<file path="src/rtl/sdfm_sinc_filter.sv">
// Sinc^N (N=1..3) decimation filter for one sigma-delta channel.
// Integrators run on modulator strobes; the comb chain runs once per decimation tick.
module sdfm_sinc_filter #(
    parameter int ACC_W = 32
) (
    input  logic        SYSCLK,
    input  logic        SYSRST,
    input  logic        enable,
    input  logic [1:0]  order,
    input  logic [7:0]  osr,
    input  logic [4:0]  shift,
    input  logic        mod_data,
    input  logic        mod_strobe,
    output logic [31:0] data_out,
    output logic        data_update
);
    typedef enum logic [1:0] {IDLE, SETTLE, RUN} state_t;

    state_t             state_q, state_d;
    logic [1:0]         settle_q, settle_d;
    logic [1:0]         order_q;
    logic [7:0]         osr_q;
    logic [4:0]         shift_q;
    logic [1:0]         n_stages;
    logic [ACC_W-1:0]   i1_q, i2_q, i3_q;
    logic [ACC_W-1:0]   d1_q, d2_q, d3_q;
    logic [ACC_W-1:0]   tap, c1, c2, c3, c_n, x;
    logic [7:0]         cnt_q;
    logic               tick_q;
    logic               emit;
    logic [31:0]        dout_q;
    logic               upd_q;

    assign n_stages = (order_q == 2'b00) ? 2'd1 : (order_q == 2'b01) ? 2'd2 : 2'd3;
    assign x        = {{(ACC_W-1){1'b0}}, mod_data};

    always_comb begin
        tap = i3_q;
        c_n = c3;
        case (n_stages)
            2'd1:    begin tap = i1_q; c_n = c1; end
            2'd2:    begin tap = i2_q; c_n = c2; end
            default: begin tap = i3_q; c_n = c3; end
        endcase
    end

    assign c1 = tap - d1_q;
    assign c2 = c1 - d2_q;
    assign c3 = c2 - d3_q;

    // The settle counter lives alongside the state so SETTLE->RUN happens on the Nth tick.
    always_comb begin
        state_d  = state_q;
        settle_d = settle_q;
        emit     = 1'b0;
        case (state_q)
            IDLE: begin
                state_d  = SETTLE;
                settle_d = 2'd0;
            end
            SETTLE: if (tick_q) begin
                settle_d = settle_q + 2'd1;
                if (settle_q == n_stages - 2'd1) state_d = RUN;
            end
            RUN:     emit = tick_q;
            default: state_d = IDLE;
        endcase
        if (!enable) begin
            state_d  = IDLE;
            settle_d = 2'd0;
            emit     = 1'b0;
        end
    end

    always_ff @(posedge SYSCLK or posedge SYSRST) begin
        if (SYSRST) begin
            state_q  <= IDLE;
            settle_q <= 2'd0;
            order_q  <= 2'b00;
            osr_q    <= 8'd2;
            shift_q  <= 5'd0;
            i1_q     <= '0;
            i2_q     <= '0;
            i3_q     <= '0;
            d1_q     <= '0;
            d2_q     <= '0;
            d3_q     <= '0;
            cnt_q    <= 8'd0;
            tick_q   <= 1'b0;
            dout_q   <= 32'd0;
            upd_q    <= 1'b0;
        end else begin
            state_q  <= state_d;
            settle_q <= settle_d;
            upd_q    <= emit;
            if (emit) dout_q <= 32'(c_n >> shift_q);
            if (!enable) begin
                order_q <= order;
                osr_q   <= (osr < 8'd2) ? 8'd2 : osr;
                shift_q <= shift;
                i1_q    <= '0;
                i2_q    <= '0;
                i3_q    <= '0;
                d1_q    <= '0;
                d2_q    <= '0;
                d3_q    <= '0;
                cnt_q   <= 8'd0;
                tick_q  <= 1'b0;
            end else begin
                tick_q <= mod_strobe && (cnt_q == osr_q);
                if (mod_strobe) begin
                    cnt_q <= (cnt_q == osr_q) ? 8'd0 : cnt_q + 8'd1;
                    i1_q  <= i1_q + x;
                    i2_q  <= (n_stages >= 2'd2) ? i2_q + i1_q : '0;
                    i3_q  <= (n_stages == 2'd3) ? i3_q + i2_q : '0;
                end
                // Comb uses the tap as registered at the tick, before any same-cycle strobe lands.
                if (tick_q) begin
                    d1_q <= tap;
                    d2_q <= (n_stages >= 2'd2) ? c1 : '0;
                    d3_q <= (n_stages == 2'd3) ? c2 : '0;
                end
            end
        end
    end

    assign data_out    = dout_q;
    assign data_update = upd_q & enable;
endmodule
</file>
<file path="config.mk">
export PLATFORM = sky130hd
export DESIGN_NAME = sdfm_sinc_filter
export DESIGN_NICKNAME = d
export VERILOG_FILES = /design/src/rtl/sdfm_sinc_filter.sv
export SDC_FILE = /design/constraint.sdc
export NUM_CORES = 1
export LEC_CHECK = 0
export CORE_AREA = 2 2 178 215
export CTS_BUF_LIST = sky130_fd_sc_hd__clkbuf_4 sky130_fd_sc_hd__clkbuf_8
export CTS_CLUSTER_SIZE = 24
export DETAILED_ROUTE_END_ITERATION = 6
export DIE_AREA = 0 0 180 217
export DONT_BUFFER_PORTS = 1
export PLACE_DENSITY = 0.89
export REMOVE_ABC_BUFFERS = 1
export SYNTH_ARGS = -nofsm -noshare
export SYNTH_HDL_FRONTEND = slang
export SYNTH_SLANG_ARGS = --single-unit
export TNS_END_PERCENT = 20
</file>
<file path="constraint.sdc">
create_clock -name SYSCLK -period 8 [get_ports SYSCLK]
set_input_delay 1.6 -clock SYSCLK [delete_from_list [all_inputs] [get_ports SYSCLK]]
set_output_delay 1.6 -clock SYSCLK [all_outputs]
set_load 0.01 [all_outputs]
</file>
==> flow_metrics.tcl <==
set metrics [dict create \
    first_pass_iters 5 \
    htreeDepth 2 \
    critPathArrivalTime_ps 8220 \
    row_count 78 \
    finalWirelength_mm 63.98 \
    synth_cell_type_count 113 \
    drc 0 \
    netlist_instances 2624 \
    critPathLaunchType "flop" \
    numPortBuffers 0 \
    nets 2804 \
    cp-startpoint "order_q[0]" \
    r2r_start "order_q[0]" \
    via_per_inst 6.595 \
    grt_pass1_vias 20595 \
    cts_tree "done" \
    dieWidth_microns 180 \
    post-route-min-period_ps 7732 \
    period_share_pct 96.65 \
    yosysSeqAreaShare_pct 28.32 \
    ys_top_cells_by_count "dfrtp_1, nand2_1, o21ai_0, inv_1, a21oi_1" \
    routedWlPerCell_microns 20.38 \
    postSynthAreaPerCell_sq_um 8.521 \
    max_slew_margin_pct 18.67 \
    cts_hold_buf 0 \
    clock_latency_ps 620 \
    postRouteAntennaNets 0 \
    drive_above_1_share_pct 11.25 \
    leakagePower_nw 11.21 \
    holdPathEnd "d3_q[1]" \
    grt_first_pass_wirelength_mm 103.1 \
    total_power_mw 4.458 \
    crit_required_ps 8480 \
    status "completed" \
    synth_area_leaders "dfrtp_1, ha_1, mux2i_1" \
    synth_flop_cell "dfrtp_1" \
    yosysTopAreaCell "dfrtp_1" \
    gp_congestion 1.052 \
    end_kind "flop" \
    num_vias 20703 \
    setup_viol 0 \
    cts_buffers 45 \
    syn_area_sq_um 22360 \
    clk_root_buffer_cell "clkbuf_8" \
    synthArstFlopShare_pct 100.0 \
    crit_top_cell "buf_4" \
    hp-class "flop to flop" \
    grt_util_all_layers_pct 31.95 \
    hold_path_depth 2 \
    critPathMaxStageDelay_ps 500 \
    cap_violations 0 \
    report.final.slew_viol_count 0 \
    worstMarginPinSlew_ps 1209 \
    critical_path.max_fanout 13 \
    hpwl_mm 47.01 \
    antenna_found_initial 1 \
    synth_edf_count 0 \
    peakVddDrop_mv 0.1386 \
    grt_overflow_total 0 \
    fmax_mhz 129.3 \
    cts_sinks 253 \
    synth_top_area_share_pct 28.20 \
    r2r_slack_ps 270 \
    cp.buffers_inverters 5 \
    ys_seq_elements 253 \
    yosysWarningCount 0 \
    critPathKind "flop to flop" \
    reg2reg_depth 32 \
    p_per_area_nw_per_um2 183.7 \
    area_delta_synth_final_pct 8.550 \
    coreArea_sq_um 37180 \
    cp_slowest_cell "dfrtp_2" \
    die-area_sq_um 39060 \
    holdCritStartpoint "d3_q[1]" \
    yosysMostFrequentCell "dfrtp_1" \
    ioPinCount 53 \
    clkSlewWorstSetupHoldPaths_ps 70 \
    rsz0062_at_grt "true" \
    start_util_pct 60.14 \
    die_height_microns 217 \
    grt_max_degree 108 \
    r2r-end "data_out[8]" \
    hold_violations 0 \
    first_iter_violations 1537 \
    cts_buffer_depth 3 \
    critPathTopFamily "compound AO/OA/AOI/OAI gates" \
    finalClockSkew_ps 33.01 \
    hold_slack_ps 485.7 \
]
==> worst max-delay path by stage <==
stage	to	slack, ps	depth (start not counted)
CTS	data_out[8]	10	31
finish	data_out[8]	270	32
global route	data_out[11]	-90	31
floorplan	data_out[5]	-930	31
detailed placement	data_out[18]	-100	27
global placement	data_out[18]	60	27
==> state kept, by name, indices dropped and copies added, names as in the netlist <==
| register | cells |
|---|---|
| upd_q | 1 |
| i1_q | 32 |
| d1_q | 32 |
| d2_q | 32 |
| i3_q | 32 |
| data_out | 32 |
| d3_q | 32 |
| shift_q | 5 |
| tick_q | 1 |
| cnt_q | 8 |
| order_q | 2 |
| i2_q | 32 |
| state_q | 2 |
| settle_q | 2 |
| osr_q | 8 |
==> layout by cell type, fill, tap and decap left out, types with 31 or more instances in the layout <==
cell type / instances
dfrtp_1: 249
nand2_1: 241
inv_1: 167
o21ai_0: 162
a21oi_1: 158
ha_1: 147
nor2_1: 131
mux2i_1: 103
a22o_1: 88
xnor2_1: 83
buf_4: 74
a21o_1: 70
nand3_1: 70
nor3_1: 57
clkbuf_8: 56
xor2_1: 55
nor2b_1: 55
and2_1: 49
a211oi_1: 31
==> worst register-to-register path, delay by kind of cell, from the launching register on <==
kind                     cells  cell delay, ps
AO/OA/AOI/OAI               15            3500
AND/OR/NAND/NOR              7            1260
adder cells (fa/ha/maj)      3            1170
buffers and inverters        5             810
flip-flops                   1             500
XOR/XNOR                     1             210
multiplexers                 1             120
==> power breakdown <==
group          internal (mW)  leakage, nW  switching (mW)
clock network          0.763        0.535           0.615
logic                  0.722         7.19            1.04
registers               1.29         3.49          0.0200
total                   2.78         11.2            1.68
==> kinds of logic (layout without fill, tap and decap cells) <==
family          count (synthesis)  after routing  synth area share (%)
xor+xnor                      144            144                 5.640
buf+inv                       297            331                 5.534
fa+ha+maj                     163            163                 9.289
other cells                     0              1                     0
flops                         253            253                 28.32
mux                           146            146                 7.498
simple gates                  772            772                 17.07
compound gates                849            849                 26.65
==> repair_timing <==
| action | CTS | global route |
|---|---|---|
| gates resized for setup | 3 | 61 |
| buffers inserted | 0 | 16 |
| setup endpoints to repair | 5 | 32 |
| pin swaps | 0 | 11 |
| cloned | 0 | 0 |
==> final cells by class <==
class / instances / area (sq um)
sequential: 253 / 6339
fill: 2855 / 12910
clock buffer: 67 / 853.3
clock inverter: 17 / 178.9
multi-input combinational: 2074 / 15040
inverter: 170 / 645.6
timing repair buffer: 77 / 610.6
tap: 480 / 600.6
antenna: 1 / 2.502
==> through the flow <==
step                TNS, ps  instance area, sq um  instances  setup slack [ps]  util, %
finish                    0                 24270       3139             267.8    65.28
global route         -549.4                 24270       3139            -89.47    65.28
CTS                       0                 23910       3122             11.49    64.30
detailed placement   -276.9                 22870       3038            -101.9    61.51
global placement          0                 22870       3038             55.33    61.51
floorplan           -161420                 21760       2497            -931.8        -
==> layer usage <==
layer	wire (microns)	track usage [%]
met5	0	0
met4	4168	19.13
met3	4025	4.384
met2	31170	56.79
met1	24610	36.59
Note: power is estimated with default switching activity, not from simulation.
